===== src/rtl/issue_scheduler_if.sv =====
// issue_scheduler_if
//   Signal bundle between an instruction fetch source and the dual-issue
//   scheduler.
//
//   fetch_valid   fetch -> sched  instruction pair present
//   fetch_ready   sched -> fetch  pair accepted on an edge with fetch_valid
//   instr0_in     fetch -> sched  older instruction of the pair
//   instr1_in     fetch -> sched  younger instruction of the pair
//   flush         fetch -> sched  discard any held instruction
//   issue0_o      sched -> exec   slot-0 issue, 16'h0 = nop
//   issue1_o      sched -> exec   slot-1 issue, 16'h0 = nop
//   single_issue  sched -> exec   pair split, younger instruction held
//   stall         sched -> exec   candidate blocked by the scoreboard
//   busy_regs     sched -> exec   bitmap of registers still being produced
//
//   The master modport is the fetch/testbench side; the slave modport is the
//   scheduler side.
interface issue_scheduler_if #(
  parameter int NREG = 8
);
  logic            fetch_valid;
  logic            fetch_ready;
  logic [15:0]     instr0_in;
  logic [15:0]     instr1_in;
  logic            flush;
  logic [15:0]     issue0_o;
  logic [15:0]     issue1_o;
  logic            single_issue;
  logic            stall;
  logic [NREG-1:0] busy_regs;

  modport master (
    output fetch_valid, instr0_in, instr1_in, flush,
    input  fetch_ready, issue0_o, issue1_o, single_issue, stall, busy_regs
  );

  modport slave (
    input  fetch_valid, instr0_in, instr1_in, flush,
    output fetch_ready, issue0_o, issue1_o, single_issue, stall, busy_regs
  );
endinterface


===== src/rtl/issue_scheduler.sv =====
// issue_scheduler
//   In-order dual-issue scheduler with a per-register countdown scoreboard.
//   A pair (older A, younger B) is accepted when A is free of scoreboard
//   hazards. A always issues in slot 0; B issues in slot 1 unless it is
//   hazarded or depends on A, in which case B is held and issued alone later.
//
//   Instruction format: [15:12] opcode (0 = nop), [11] imm (reads rs1 only),
//   [10:8] rd, [7:5] rs1, [4:2] rs2, [1:0] ignored.
//
// Ports
//   clk    in   sole clock, rising edge
//   rst_n  in   asynchronous active-low reset
//   bus    slave side of issue_scheduler_if (fetch handshake, flush,
//               registered issue slots, single_issue, stall, busy_regs)
//
// Parameters
//   LAT    cycles a destination stays busy after issue (2..7)
//   NREG   number of architectural registers (3-bit register fields)
//
// Configuration
//   ISSUE_SCHED_FORWARD_EN  when defined, issued destinations load LAT-1 so
//                           a dependent issues one cycle earlier.
module issue_scheduler #(
  parameter int LAT  = 3,
  parameter int NREG = 8
) (
  input  logic              clk,
  input  logic              rst_n,
  issue_scheduler_if.slave  bus
);

  typedef enum logic {
    EMPTY = 1'b0,
    HELD  = 1'b1
  } state_t;

`ifdef ISSUE_SCHED_FORWARD_EN
  localparam logic [2:0] LOAD_VAL = 3'(LAT - 1);
`else
  localparam logic [2:0] LOAD_VAL = 3'(LAT);
`endif

  state_t          state_q, state_d;
  logic [15:0]     hold_q, hold_d;
  logic [15:0]     issue0_q, issue0_d;
  logic [15:0]     issue1_q, issue1_d;
  logic            single_q, single_d;
  logic            stall_q, stall_d;
  logic [2:0]      sb_q [NREG];
  logic [2:0]      sb_d [NREG];
  logic [NREG-1:0] busy;
  logic            hazA, hazB, hazH, conflictAB;

  // True when an instruction with these fields sources register r.
  function automatic logic readsReg(input logic [3:0] op, input logic imm,
                                    input logic [2:0] rs1, input logic [2:0] rs2,
                                    input logic [2:0] r);
    return (op != 4'd0) && ((rs1 == r) || (!imm && (rs2 == r)));
  endfunction

  // A nop never hazards; otherwise any sourced register still busy blocks it.
  function automatic logic hazard(input logic [3:0] op, input logic imm,
                                  input logic [2:0] rs1, input logic [2:0] rs2,
                                  input logic [NREG-1:0] b);
    return (op != 4'd0) && (b[rs1] || (!imm && b[rs2]));
  endfunction

  // A register is busy while its counter is above one, so the last counted
  // cycle already lets a dependent through.
  always_comb begin
    busy = '0;
    for (int r = 0; r < NREG; r++) begin
      busy[r] = (sb_q[r] > 3'd1);
    end
  end

  assign hazA = hazard(bus.instr0_in[15:12], bus.instr0_in[11],
                       bus.instr0_in[7:5], bus.instr0_in[4:2], busy);
  assign hazB = hazard(bus.instr1_in[15:12], bus.instr1_in[11],
                       bus.instr1_in[7:5], bus.instr1_in[4:2], busy);
  assign hazH = hazard(hold_q[15:12], hold_q[11], hold_q[7:5], hold_q[4:2], busy);

  // RAW either way or WAW between the two halves of the pair.
  assign conflictAB = (bus.instr0_in[15:12] != 4'd0) && (bus.instr1_in[15:12] != 4'd0) &&
                      (readsReg(bus.instr1_in[15:12], bus.instr1_in[11], bus.instr1_in[7:5],
                                bus.instr1_in[4:2], bus.instr0_in[10:8]) ||
                       readsReg(bus.instr0_in[15:12], bus.instr0_in[11], bus.instr0_in[7:5],
                                bus.instr0_in[4:2], bus.instr1_in[10:8]) ||
                       (bus.instr0_in[10:8] == bus.instr1_in[10:8]));

  assign bus.fetch_ready = (state_q == EMPTY) && !bus.flush && !hazA;

  // Issue decision for the coming edge. Flush overrides everything; outputs
  // default to nop with both flags clear.
  always_comb begin
    state_d  = state_q;
    hold_d   = hold_q;
    issue0_d = 16'h0;
    issue1_d = 16'h0;
    single_d = 1'b0;
    stall_d  = 1'b0;
    if (bus.flush) begin
      state_d = EMPTY;
      hold_d  = 16'h0;
    end else if (state_q == HELD) begin
      if (hazH) begin
        stall_d = 1'b1;
      end else begin
        issue0_d = hold_q;
        hold_d   = 16'h0;
        state_d  = EMPTY;
      end
    end else if (bus.fetch_valid) begin
      if (hazA) begin
        stall_d = 1'b1;
      end else begin
        issue0_d = bus.instr0_in;
        if (!hazB && !conflictAB) begin
          issue1_d = bus.instr1_in;
        end else begin
          hold_d   = bus.instr1_in;
          single_d = 1'b1;
          state_d  = HELD;
        end
      end
    end
  end

  // Scoreboard: destinations issued this edge reload, everything else
  // counts down to zero.
  always_comb begin
    for (int r = 0; r < NREG; r++) begin
      sb_d[r] = 3'd0;
      if (((issue0_d[15:12] != 4'd0) && (issue0_d[10:8] == 3'(r))) ||
          ((issue1_d[15:12] != 4'd0) && (issue1_d[10:8] == 3'(r)))) begin
        sb_d[r] = LOAD_VAL;
      end else if (sb_q[r] != 3'd0) begin
        sb_d[r] = sb_q[r] - 3'd1;
      end
    end
  end

  // State, hold register, registered outputs and scoreboard.
  always_ff @(posedge clk or negedge rst_n) begin
    if (!rst_n) begin
      state_q  <= EMPTY;
      hold_q   <= 16'h0;
      issue0_q <= 16'h0;
      issue1_q <= 16'h0;
      single_q <= 1'b0;
      stall_q  <= 1'b0;
      for (int r = 0; r < NREG; r++) begin
        sb_q[r] <= 3'd0;
      end
    end else begin
      state_q  <= state_d;
      hold_q   <= hold_d;
      issue0_q <= issue0_d;
      issue1_q <= issue1_d;
      single_q <= single_d;
      stall_q  <= stall_d;
      for (int r = 0; r < NREG; r++) begin
        sb_q[r] <= sb_d[r];
      end
    end
  end

  assign bus.issue0_o     = issue0_q;
  assign bus.issue1_o     = issue1_q;
  assign bus.single_issue = single_q;
  assign bus.stall        = stall_q;
  assign bus.busy_regs    = busy;

endmodule


===== src/flat_wrapper.sv =====
// flat-port wrapper written by rule: the top's interface ports become plain ports
module issue_scheduler_flat 
#(
  parameter int LAT  = 3,
  parameter int NREG = 8
)
  (clk, rst_n, bus_fetch_valid, bus_instr0_in, bus_instr1_in, bus_flush, bus_fetch_ready, bus_issue0_o, bus_issue1_o, bus_single_issue, bus_stall, bus_busy_regs);
  issue_scheduler_if #(.NREG(NREG)) bus_i ();
  input  logic clk;
  input  logic rst_n;
  input wire logic [$bits(bus_i.fetch_valid)-1:0] bus_fetch_valid;
  input wire logic [$bits(bus_i.instr0_in)-1:0] bus_instr0_in;
  input wire logic [$bits(bus_i.instr1_in)-1:0] bus_instr1_in;
  input wire logic [$bits(bus_i.flush)-1:0] bus_flush;
  output wire logic [$bits(bus_i.fetch_ready)-1:0] bus_fetch_ready;
  output wire logic [$bits(bus_i.issue0_o)-1:0] bus_issue0_o;
  output wire logic [$bits(bus_i.issue1_o)-1:0] bus_issue1_o;
  output wire logic [$bits(bus_i.single_issue)-1:0] bus_single_issue;
  output wire logic [$bits(bus_i.stall)-1:0] bus_stall;
  output wire logic [$bits(bus_i.busy_regs)-1:0] bus_busy_regs;
  assign bus_i.fetch_valid = bus_fetch_valid;
  assign bus_i.instr0_in = bus_instr0_in;
  assign bus_i.instr1_in = bus_instr1_in;
  assign bus_i.flush = bus_flush;
  assign bus_fetch_ready = bus_i.fetch_ready;
  assign bus_issue0_o = bus_i.issue0_o;
  assign bus_issue1_o = bus_i.issue1_o;
  assign bus_single_issue = bus_i.single_issue;
  assign bus_stall = bus_i.stall;
  assign bus_busy_regs = bus_i.busy_regs;
  issue_scheduler #(.LAT(LAT), .NREG(NREG)) u_core (.clk(clk), .rst_n(rst_n), .bus(bus_i));
endmodule

===== config.mk =====
export PLATFORM = sky130hd
export DESIGN_NAME = issue_scheduler_flat
export DESIGN_NICKNAME = d
export VERILOG_FILES = /design/src/rtl/issue_scheduler_if.sv /design/src/rtl/issue_scheduler.sv /design/src/flat_wrapper.sv
export SDC_FILE = /design/constraint.sdc
export NUM_CORES = 1
export LEC_CHECK = 0
export BUFFER_PORTS_ARGS = -buffer_cell sky130_fd_sc_hd__clkbuf_2
export CORE_ASPECT_RATIO = 0.75
export CORE_MARGIN = 2
export CORE_UTILIZATION = 47
export DETAILED_ROUTE_END_ITERATION = 10
export PLACE_DENSITY = 0.67
export SLEW_MARGIN = 40
export SYNTH_ARGS = -nofsm -noshare
export SYNTH_HDL_FRONTEND = slang
export SYNTH_SLANG_ARGS = --single-unit

===== constraint.sdc =====
create_clock -name clk -period 4.9 [get_ports clk]
set_clock_uncertainty 0.1 [all_clocks]
set_input_delay 0.98 -clock clk [delete_from_list [all_inputs] [get_ports clk]]
set_output_delay 0.98 -clock clk [all_outputs]
set_load 0.1 [all_outputs]

==> impl_metrics.yaml <==
floorplanning:
  core_um2: 8930
  rows: 30
  pin_count: 79
  dieHeight_um: 86.5
  floorplan.initialDensity_pct: 47.7
  die_w_um: 114
  fp.dieArea_um2: 9860
worst_setup_path:
  r2r_slack_ns: 1.74
  crit_type: "in2out"
  cp_max_fo: 15
  cp-start-kind: "primary input"
  r2r-start: "u_core.sb_q[14]$_DFF_PN0_"
  crit_arrival_ns: 3.01
  r2r-end: "u_core.sb_q[23]$_DFF_PN0_"
  worstSetupEndpointType: "output pin"
  worstPathRequired_ns: 3.82
  ff2ff_path_depth: 7
hold_path:
  whs_endpoint: "u_core.sb_q[0]$_DFF_PN0_"
  hold_depth: 1
  hold_path.class: "reg2reg"
  hp-start: "u_core.sb_q[0]$_DFF_PN0_"
pwr:
  p_seq_share_pct: 37.8
  p_comb_share_pct: 31.0
  switching_share_pct: 37.4
  p_switching_mw: 0.731
  power_leakage_nw: 2.57
  power_per_cell_area_nw_per_um2: 389
  p_int_mw: 1.22
  ir_drop_v: 0.000276
  clkPwrFrac_pct: 31.2
cts:
  cts_hold_buf: 0
  cts_tree: "done"
  insertion_delay_ns: 0.33
  postCtsSetupRepairBufs: 0
  cts_made_buffers: 9
  h-tree-depth: 3
  cts-root-buf: "clkbuf_16"
  cts_buffer_depth: 2
  clkTransAtPathRegs_ns: 0.05
  cts_sinks: 75
  cts_resized: 0
timing:
  slew_viol_final: 0
  relSlewSlack_pct: 44.9
  rsz0062_at_grt: "false"
  finalCritPeriodShare_pct: 83.5
  clock.fmax_ghz: 0.244
  finalHoldViolCount: 0
  setup_tns_ns: 0
  post-route-min-period_ns: 4.09
  finalSetupViolCount: 0
  tightestPinTransition_ns: 0.825
cells_and_area:
  nets: 556
  drive_above_1_share_pct: 28.3
  syn2layout_area_growth_pct: 17.9
  fillers: 796
  diodes: 0
  stdcell_count: 621
  design_area_um2: 5030
detailed_routing:
  drt_iter0_drc: 297
  via_per_inst: 5.83
  first_pass_iters: 5
  wl_per_cell_um: 18.9
  drt_wl_total_mm: 11.7
  drcViolationCount: 0
  dr_total_vias: 3620
  ant_nets: 0
flow_run:
  drv_cap: 0
outcome:
  status: "completed"
synth:
  syn_avg_cell_area_um2: 9.87
  synth_edf_count: 0
  netlist_instances: 432
  yosysSeqAreaShare_pct: 44.0
  ys_warn_count: 0
  synth_cell_types: 52
  ys_ff_latch: 75
  synth_area_um2: 4260
  syn_nets: 484
  synth-main-ff-cell: "dfrtp_1"
  synth-async-reset-ratio_pct: 100
global_routing:
  grt_max_degree: 76
  grt_usage_pct: 24.7
  antenna_found_initial: 0
  grt_pass1_wl_mm: 18.5
  grt_overflow: 0
  grt_pass1_vias: 3464
place:
  dpl.cell_count: 605
  portBuffers: 78
  placed_area_um2: 4750
  dp_hpwl_mm: 8.73
  routabilityCongestion: 0.933
==> worst max-delay path by stage <==
stage,from,end,slack (ns)
2_1_floorplan,u_core.sb_q[5]$_DFF_PN0_,bus_fetch_ready,0.63
3_3_place_gp,bus_instr0_in[2],bus_fetch_ready,0.86
3_5_place_dp,bus_instr0_in[2],bus_fetch_ready,0.85
4_1_cts,bus_instr0_in[2],bus_fetch_ready,0.84
5_1_grt,bus_instr0_in[2],bus_fetch_ready,0.67
6_report,bus_instr0_in[2],bus_fetch_ready,0.81
==> critical path, cell delays in order <==
cell       delay, ns
clkbuf_2        0.15
nor4b_1         0.17
a2111oi_0       0.40
a22oi_1         0.22
a21oi_2         0.60
nor3_2          0.09
clkbuf_2        0.39
==> cell families (layout without fill, tap and decap cells) <==
kind of cell | after synthesis | after routing | synth area share [%]
AO/OA/AOI/OAI | 61 | 61 | 10.4
XOR/XNOR | 15 | 15 | 3.08
adder cells (fa/ha/maj) | 16 | 16 | 4.70
buffers and inverters | 58 | 135 | 5.43
flip-flops | 75 | 75 | 44.0
multiplexers | 26 | 26 | 8.45
AND/OR/NAND/NOR | 181 | 181 | 23.9
==> registers in the layout (all words and copies together), names as in the netlist <==
name	count
u_core.sb_q	24
u_core.bus.issue0_o	16
u_core.bus.issue1_o	16
u_core.hold_q	16
u_core.bus.single_issue	1
u_core.bus.stall	1
u_core.state_q	1
==> final cells by class <==
type / instances / area (µm²) / area share, %
Clock buffer: 14 / 264 / 5.25
Clock inverter: 2 / 10.0 / 0.199
Inverter: 36 / 135 / 2.69
Multi-Input combinational cell: 299 / 2170 / 43.1
Sequential cell: 75 / 1880 / 37.3
Tap cell: 112 / 140 / 2.79
Timing Repair Buffer: 83 / 434 / 8.64
==> power by group through the flow <==
stage | Clock [mW] | Sequential, mW | Combinational, mW
floorplan | 0 | 0.862 | 0.339
global placement | 0 | 0.744 | 0.588
detailed placement | 0 | 0.748 | 0.603
CTS | 0.620 | 0.738 | 0.606
global route | 0.648 | 0.747 | 0.654
finish | 0.609 | 0.739 | 0.607
==> cells in the final DEF, fill, tap and decap left out, types with 4 or more instances in the layout <==
cell type	count
clkbuf_2	77
dfrtp_1	75
nor2_1	45
nand2_1	32
inv_1	30
mux2i_1	18
ha_1	16
a22oi_1	15
nand3_1	14
o211ai_1	14
or3b_2	14
nor3_1	13
a21oi_1	9
xnor2_1	9
and3_1	9
clkbuf_16	9
mux4_2	7
nor3b_1	7
inv_2	6
xor2_1	6
nor2_2	5
nor4b_1	5
nor4_1	5
buf_4	5
or2_2	4
and2_1	4
==> cells in the mapped netlist, types with 2 or more instances <==
library cell | number | area [µm²]
a2111oi_0 | 2 | 17.5
a21oi_1 | 9 | 45.0
a21oi_2 | 3 | 26.3
a22oi_1 | 15 | 113
a311oi_1 | 2 | 17.5
a31oi_1 | 3 | 18.8
and2_1 | 4 | 25.0
and3_1 | 9 | 56.3
buf_2 | 8 | 40.0
clkbuf_1 | 13 | 48.8
dfrtp_1 | 75 | 1880
ha_1 | 16 | 200
inv_1 | 30 | 113
inv_2 | 6 | 22.5
mux2i_1 | 18 | 180
mux4_2 | 7 | 158
nand2_1 | 32 | 120
nand2b_1 | 2 | 12.5
nand3_1 | 14 | 70.1
nand4_1 | 3 | 18.8
nor2_1 | 45 | 169
nor2_2 | 5 | 31.3
nor2_4 | 2 | 22.5
nor2b_1 | 4 | 25.0
nor3_1 | 14 | 70.1
nor3b_1 | 7 | 52.6
nor4_1 | 5 | 31.3
nor4b_1 | 5 | 43.8
nor4b_2 | 2 | 30.0
nor4bb_1 | 2 | 20.0
o2111ai_1 | 3 | 26.3
o211ai_1 | 14 | 105
o21ai_0 | 3 | 15.0
o21bai_1 | 2 | 15.0
or2_2 | 4 | 25.0
or3b_1 | 2 | 17.5
or3b_2 | 14 | 123
xnor2_1 | 9 | 78.8
xor2_1 | 6 | 52.6
==> per-stage QoR <==
step	worst slack [ns]	power [mW]	hold WS [ns]	utilization, %
floorplan	0.629	1.20	0.362	-
global placement	0.861	1.33	0.381	53.1
detailed placement	0.850	1.35	0.402	53.2
CTS	0.843	1.96	0.419	56.3
global route	0.671	2.05	0.426	56.3
finish	0.808	1.95	0.416	56.3
==> routing by layer <==
metal	part of all wire (%)	GRT usage, %
met3	7.2	7.27
met1	48	35.9
met2	44	35.8
met4	1.8	7.65
met5	0	0
Power figures use the tool's default switching activity.
